## src/rtl/seg_display_pkg.sv

```systemverilog
// Shared constants and width helper for the multiplexed 7-segment display driver.
package seg_display_pkg;

  localparam logic [7:0] ANODE_OFF = 8'hFF;
  localparam logic [7:0] SEG_OFF   = 8'hFF;
  localparam logic [3:0] PWM_TOP   = 4'd14;

  // Bits needed to hold 0..n-1; never returns 0 so single-digit builds still get a real register.
  function automatic int clog2(input int n);
    int w;
    w = 1;
    while ((1 << w) < n) w++;
    return w;
  endfunction

endpackage

```

## src/rtl/seg_display_scan_hex2seg.sv

```systemverilog
// Hex nibble to active-low a..g segment pattern; bit 6 = a, bit 0 = g.
module hex2seg (
  input  logic [3:0] i_num,
  output logic [6:0] o_seg
);

  always_comb begin
    o_seg = 7'h7F;
    case (i_num)
      4'h0: o_seg = 7'h01;
      4'h1: o_seg = 7'h4F;
      4'h2: o_seg = 7'h12;
      4'h3: o_seg = 7'h06;
      4'h4: o_seg = 7'h4C;
      4'h5: o_seg = 7'h24;
      4'h6: o_seg = 7'h20;
      4'h7: o_seg = 7'h0F;
      4'h8: o_seg = 7'h00;
      4'h9: o_seg = 7'h04;
      4'hA: o_seg = 7'h08;
      4'hB: o_seg = 7'h60;
      4'hC: o_seg = 7'h31;
      4'hD: o_seg = 7'h42;
      4'hE: o_seg = 7'h30;
      4'hF: o_seg = 7'h38;
      default: o_seg = 7'h7F;
    endcase
  end

endmodule

```

## src/rtl/seg_display_scan.sv

```systemverilog
// Multiplexed hex display scanner: slot divider, frame-latched shadows, LZ blanking, PWM dimming.
module seg_display_scan
  import seg_display_pkg::*;
#(
  parameter int NUM_DIGITS = 4,
  parameter int DIV        = 1250
) (
  input  logic                    clk5,
  input  logic                    reset,
  input  logic [4*NUM_DIGITS-1:0] dispVal,
  input  logic [NUM_DIGITS-1:0]   dp_in,
  input  logic [NUM_DIGITS-1:0]   digit_en,
  input  logic                    blank_lz,
  input  logic [3:0]              brightness,
  output logic [7:0]              digit,
  output logic [7:0]              segment,
  output logic                    frame_tick
);

  localparam int DIV_W = clog2(DIV);
  localparam int IDX_W = clog2(NUM_DIGITS);

  logic [DIV_W-1:0]        r_div_cnt;
  logic [IDX_W-1:0]        r_idx;
  logic [3:0]              r_pwm_cnt;
  logic [4*NUM_DIGITS-1:0] r_val;
  logic [NUM_DIGITS-1:0]   r_dp;
  logic [NUM_DIGITS-1:0]   r_en;
  logic                    r_blank;
  logic [3:0]              r_bright;

  logic                    w_slot_tick;
  logic                    w_frame_end;
  logic [NUM_DIGITS-1:0]   w_lz;
  logic                    w_zero_above;
  logic [3:0]              w_nib;
  logic                    w_dp_lit;
  logic                    w_slot_vis;
  logic                    w_on;
  logic                    w_vis;
  logic [6:0]              w_seg;

  assign w_slot_tick = (r_div_cnt == DIV_W'(DIV - 1));
  assign w_frame_end = w_slot_tick && (r_idx == IDX_W'(NUM_DIGITS - 1));

  // Walk down from the top digit; a digit is a leading zero while everything above it is zero too.
  always_comb begin
    w_lz         = '0;
    w_zero_above = r_blank;
    for (int i = NUM_DIGITS - 1; i > 0; i--) begin
      w_zero_above = w_zero_above & (r_val[4*i +: 4] == 4'h0);
      w_lz[i]      = w_zero_above & ~r_dp[i];
    end
  end

  always_comb begin
    w_nib      = 4'h0;
    w_dp_lit   = 1'b0;
    w_slot_vis = 1'b0;
    for (int i = 0; i < NUM_DIGITS; i++) begin
      if (r_idx == IDX_W'(i)) begin
        w_nib      = r_val[4*i +: 4];
        w_dp_lit   = r_dp[i];
        w_slot_vis = r_en[i] & ~w_lz[i];
      end
    end
  end

  // pwm_cnt never reaches 15, so brightness 15 is permanently on and 0 permanently off.
  assign w_on  = (r_pwm_cnt < r_bright);
  assign w_vis = w_slot_vis & w_on;

  hex2seg u_hex2seg (
    .i_num (w_nib),
    .o_seg (w_seg)
  );

  always_ff @(posedge clk5) begin
    if (reset) begin
      r_div_cnt  <= '0;
      r_idx      <= '0;
      r_pwm_cnt  <= '0;
      r_val      <= '0;
      r_dp       <= '0;
      r_en       <= '0;
      r_blank    <= 1'b0;
      r_bright   <= 4'h0;
      digit      <= ANODE_OFF;
      segment    <= SEG_OFF;
      frame_tick <= 1'b0;
    end else begin
      r_div_cnt <= w_slot_tick ? '0 : r_div_cnt + 1'b1;
      r_pwm_cnt <= (r_pwm_cnt == PWM_TOP) ? 4'h0 : r_pwm_cnt + 4'h1;
      if (w_slot_tick) r_idx <= w_frame_end ? '0 : r_idx + 1'b1;
      // Shadows only move at the frame wrap, so a frame is never built from two input sets.
      if (w_frame_end) begin
        r_val    <= dispVal;
        r_dp     <= dp_in;
        r_en     <= digit_en;
        r_blank  <= blank_lz;
        r_bright <= brightness;
      end
      frame_tick <= w_frame_end;
      digit      <= w_vis ? ~(8'b1 << r_idx) : ANODE_OFF;
      segment    <= w_vis ? {w_seg, ~w_dp_lit} : SEG_OFF;
    end
  end

endmodule

```

## config.mk

```make
export PLATFORM = sky130hd
export DESIGN_NAME = seg_display_scan
export DESIGN_NICKNAME = d
export VERILOG_FILES = /design/src/rtl/seg_display_pkg.sv /design/src/rtl/seg_display_scan_hex2seg.sv /design/src/rtl/seg_display_scan.sv
export SDC_FILE = /design/constraint.sdc
export NUM_CORES = 1
export LEC_CHECK = 0
export ABC_CLOCK_PERIOD_IN_PS = 3050
export BUFFER_PORTS_ARGS = -buffer_cell sky130_fd_sc_hd__buf_2
export CORE_MARGIN = 3
export CORE_UTILIZATION = 55
export DETAILED_ROUTE_END_ITERATION = 6
export PLACE_DENSITY = 0.77
export SLEW_MARGIN = 20
export SYNTH_ARGS = -nofsm -noshare
export SYNTH_HDL_FRONTEND = slang
export SYNTH_SLANG_ARGS = --single-unit
```

## constraint.sdc

```tcl
create_clock -name clk5 -period 3.05 [get_ports clk5]
set_input_delay 0.4575 -clock clk5 [delete_from_list [all_inputs] [get_ports clk5]]
set_output_delay 0.4575 -clock clk5 [all_outputs]
set_load 0.005 [all_outputs]
```

==> impl_summary.md <==
Outcome
The run finished with clean final reports.

Placement
At the end of routability-driven placement, the weighted congestion stood at 0.881. During placement, the flow inserted port buffers numbering 43. The pre-CTS setup slack is 0.739 ns. The wire-length estimate of the detail-placed layout is 3840 um. The total placed cells including tap cells is 354.

Floorplan
The die footprint is 0.00565 mm2. The starting density of the core is 58.8%. The floorplan step set the die width to 75.1 um.

The number of placed I/O pins is 48. After floorplanning, the core was sized to cover 0.00447 mm2. The placement row count is 24.

Measured along the y axis, the die boundary spans 75.1 um.

CTS
The post-CTS setup repair buffer count is 0. The CTS tree is built. The buffer type at the clock tree root is sky130_fd_sc_hd__clkbuf_8. The number of sinks handled by clock tree synthesis is 59.

The number of levels in the clock H-tree is 3. The clock insertion delay at the later pin of the skew report is 0.34 ns. In this run, post-CTS hold repair placed 0 buffers.

The number of buffers created by CTS is 9. The post-CTS clock slew at the launch and capture registers of the worst setup and hold paths is 0.06 ns. In this run the deepest clock path goes through 2 buffers. Once the clock tree was built, the resizer swapped 0 gates to a different size.

Synthesis
The synthesized cell area is 0.00263 mm2. The share of synthesized flip-flops with an asynchronous set or reset is 0%. Yosys mapped a number of flops with a built-in enable equal to 0. Among all flip-flop cells after synthesis, the most frequent one is sky130_fd_sc_hd__dfxtp_1. In this run, synthesis produced a sequential element count of 59. The post-synthesis cell count is 269. The library cell with the highest instance count after synthesis is sky130_fd_sc_hd__dfxtp_1.

The most area-hungry cell type in the Yosys netlist is sky130_fd_sc_hd__dfxtp_1. Counting instances in the post-synthesis netlist gives the leading cell types as 59 x sky130_fd_sc_hd__dfxtp_1, 29 x sky130_fd_sc_hd__a22o_1, 22 x sky130_fd_sc_hd__nor2_1. After synthesis, the cell types taking the most area are sky130_fd_sc_hd__dfxtp_1 45%, sky130_fd_sc_hd__a22o_1 9.7%, sky130_fd_sc_hd__ha_1 8.1%. A synthesized cell averages 9.77 um2.

The portion of synthesized cell area occupied by the leading cell type is 44.9%. The distinct cell type count after synthesis is 45. Of the synthesized area, sequential elements account for 44.9%. The Yosys step of the flow raised 0 warnings.

Timing
Setup repair after global routing left no endpoint under its margin. The hold slack is 0.321 ns. The highest achievable clock rate is 429 MHz. The final number of hold-violating endpoints is 0.

For the pin with the worst max-slew slack, the measured transition is 0.605 ns. For the final database, setup skew stands at 0.00652 ns. After layout, the minimum clock period comes to 2.33 ns.

The number of setup violations in the final report is 0. The relative slew slack is 59.4%. The worst path uses 76.4% of the clock period. The final setup slack of the worst path is 0.719 ns. The max-slew violation count is 0.

Adding up every negative setup slack in the final design gives 0 ns.

Min path
The number of cells traversed by the worst hold path is 2. The worst min-delay path class is input pin to register. The hold path endpoint is r_bright[1]. The critical hold path startpoint is brightness[1].

Setup path
The worst setup path is of the register to register kind. The maximum fanout count along the critical path is 13. The kind of launch point of the worst setup path is a register. In this run the critical register-to-register path is launched from r_idx[0]. The arrival time reported for the critical path endpoint is 2.56 ns. STA puts the critical path data required time at 3.28 ns.

The critical register-to-register path endpoint is segment[7]. The worst setup path startpoint is r_idx[0]. STA classifies the critical path endpoint as a register.

The number of cells on the worst reg-to-reg path is 9. In this run the register-to-register setup slack is 0.72 ns.

Global routing
Entering global routing, the biggest net connects 21 pins. The global-route wire length before repair is 8840 um. The global route total overflow is 0. The number of antenna violations at the first check in global routing is 0. The total global-route track usage is 21.1%. The via count of the first global-routing pass is 1905.

Layout
The post-route netlist has 21.4% of its cells at a drive strength greater than 1. From synthesis to final layout, the design area changed by 17.9%. At the end of the flow, the number of nets in the layout was 361. Excluding fillers, the count of instances in the completed layout stands at 370. The antenna cell count is 0.

Routing
Before antenna repair, the detailed router went through 4 iterations. The average wire length per cell after detail routing is 14.3 um. In this run, the number of DRC markers left after iteration 0 of detailed routing was 127. The final wirelength is 5290 um. Once detail routing completed, the nets flagged for antenna violations numbered 0. After detailed routing, the number of vias per cell comes to 5.62.

The count of vias placed by the detailed router is 2079. After detailed routing, the number of remaining DRC violations is 0.

Power and ir drop
The worst-case IR drop observed on VDD is 0.298 mV. The post-layout total power is 1.69 mW. In this run the power density over the cells is 545 mW/mm2. In this run the static leakage power is 1.26 nW.

Flow run
The max-capacitance violation count is 0.
cell usage in the layout, fill, tap and decap left out, drive strengths merged, types with 4 or more instances in the layout:
cell    count
dfxtp      59
nand3b      7
nor2b       4
xor2        5
a22o       29
buf        47
conb        4
nor2       22
ha         17
nand2      18
a21oi       6
xnor2       6
nor3        4
a211oi      5
clkbuf     13
nand3      12
o21ai       4
inv        14
layout make-up:
cell class	instances	area, um2
fill	367	1380
multi-input combinational	182	1300
sequential	59	1180
timing repair buffer	47	258
clock buffer	13	179
clock inverter	3	67.6
tap	52	65.1
inverter	14	52.6
worst max-delay path by stage:
stage                     slack [ns]  depth (start not counted)    endpoint
after CTS                       0.74                          9  segment[7]
final                           0.72                          9  segment[7]
after floorplan                 0.91                         10  segment[4]
after global routing            0.49                          9  segment[4]
after global placement          0.85                          9  segment[7]
after detailed placement        0.74                          9  segment[7]
stage by stage:
step | area, um2 | utilization (%)
floorplan | 2640 | -
global placement | 2850 | 63.8
detailed placement | 2850 | 63.8
CTS | 3100 | 69.3
global route | 3100 | 69.3
finish | 3100 | 69.3
metal layers:
layer | GRT usage (%) | share of wire [%]
met1 | 25.2 | 43
met2 | 34.0 | 49
met3 | 6.81 | 5.2
met4 | 10.5 | 2.5
met5 | 0 | 0
registers in the layout (all words and copies together) (netlist names):
signal,cells
r_dp,4
r_div_cnt,11
r_en,4
digit,4
r_val,16
segment,8
frame_tick,1
r_pwm_cnt,4
r_bright,4
r_blank,1
r_idx,2
where the power goes:
part           total, mW  switching (mW)  internal (mW)  leakage [nW]
logic             0.0530          0.0271         0.0259         0.662
clock network      0.851           0.302          0.549         0.122
registers          0.786         0.00827          0.777         0.477
logic make-up (layout without fill, tap and decap cells):
| kind of cell | after synthesis | in the layout | synth area share, % |
|---|---|---|---|
| other | 1 | 4 | 0.143 |
| adders and majority gates | 17 | 17 | 8.09 |
| DFF | 59 | 59 | 44.9 |
| muxes | 3 | 3 | 1.14 |
| xor gates and xnor gates | 11 | 11 | 3.66 |
| buffers and inverters | 31 | 77 | 6.38 |
| AOI/OAI and AO/OA | 58 | 58 | 17.6 |
| and+or+nand+nor | 89 | 89 | 18.0 |
critical path, stage by stage (launching register included):
cell	delay [ns]
sky130_fd_sc_hd__dfxtp_1	0.40
sky130_fd_sc_hd__ha_1	0.43
sky130_fd_sc_hd__nor2_1	0.17
sky130_fd_sc_hd__o211ai_1	0.12
sky130_fd_sc_hd__o211a_1	0.28
sky130_fd_sc_hd__inv_1	0.11
sky130_fd_sc_hd__ha_1	0.20
sky130_fd_sc_hd__or3_1	0.36
sky130_fd_sc_hd__o221ai_1	0.08
sky130_fd_sc_hd__nand2_1	0.08
Power figures use the tool's default switching activity.
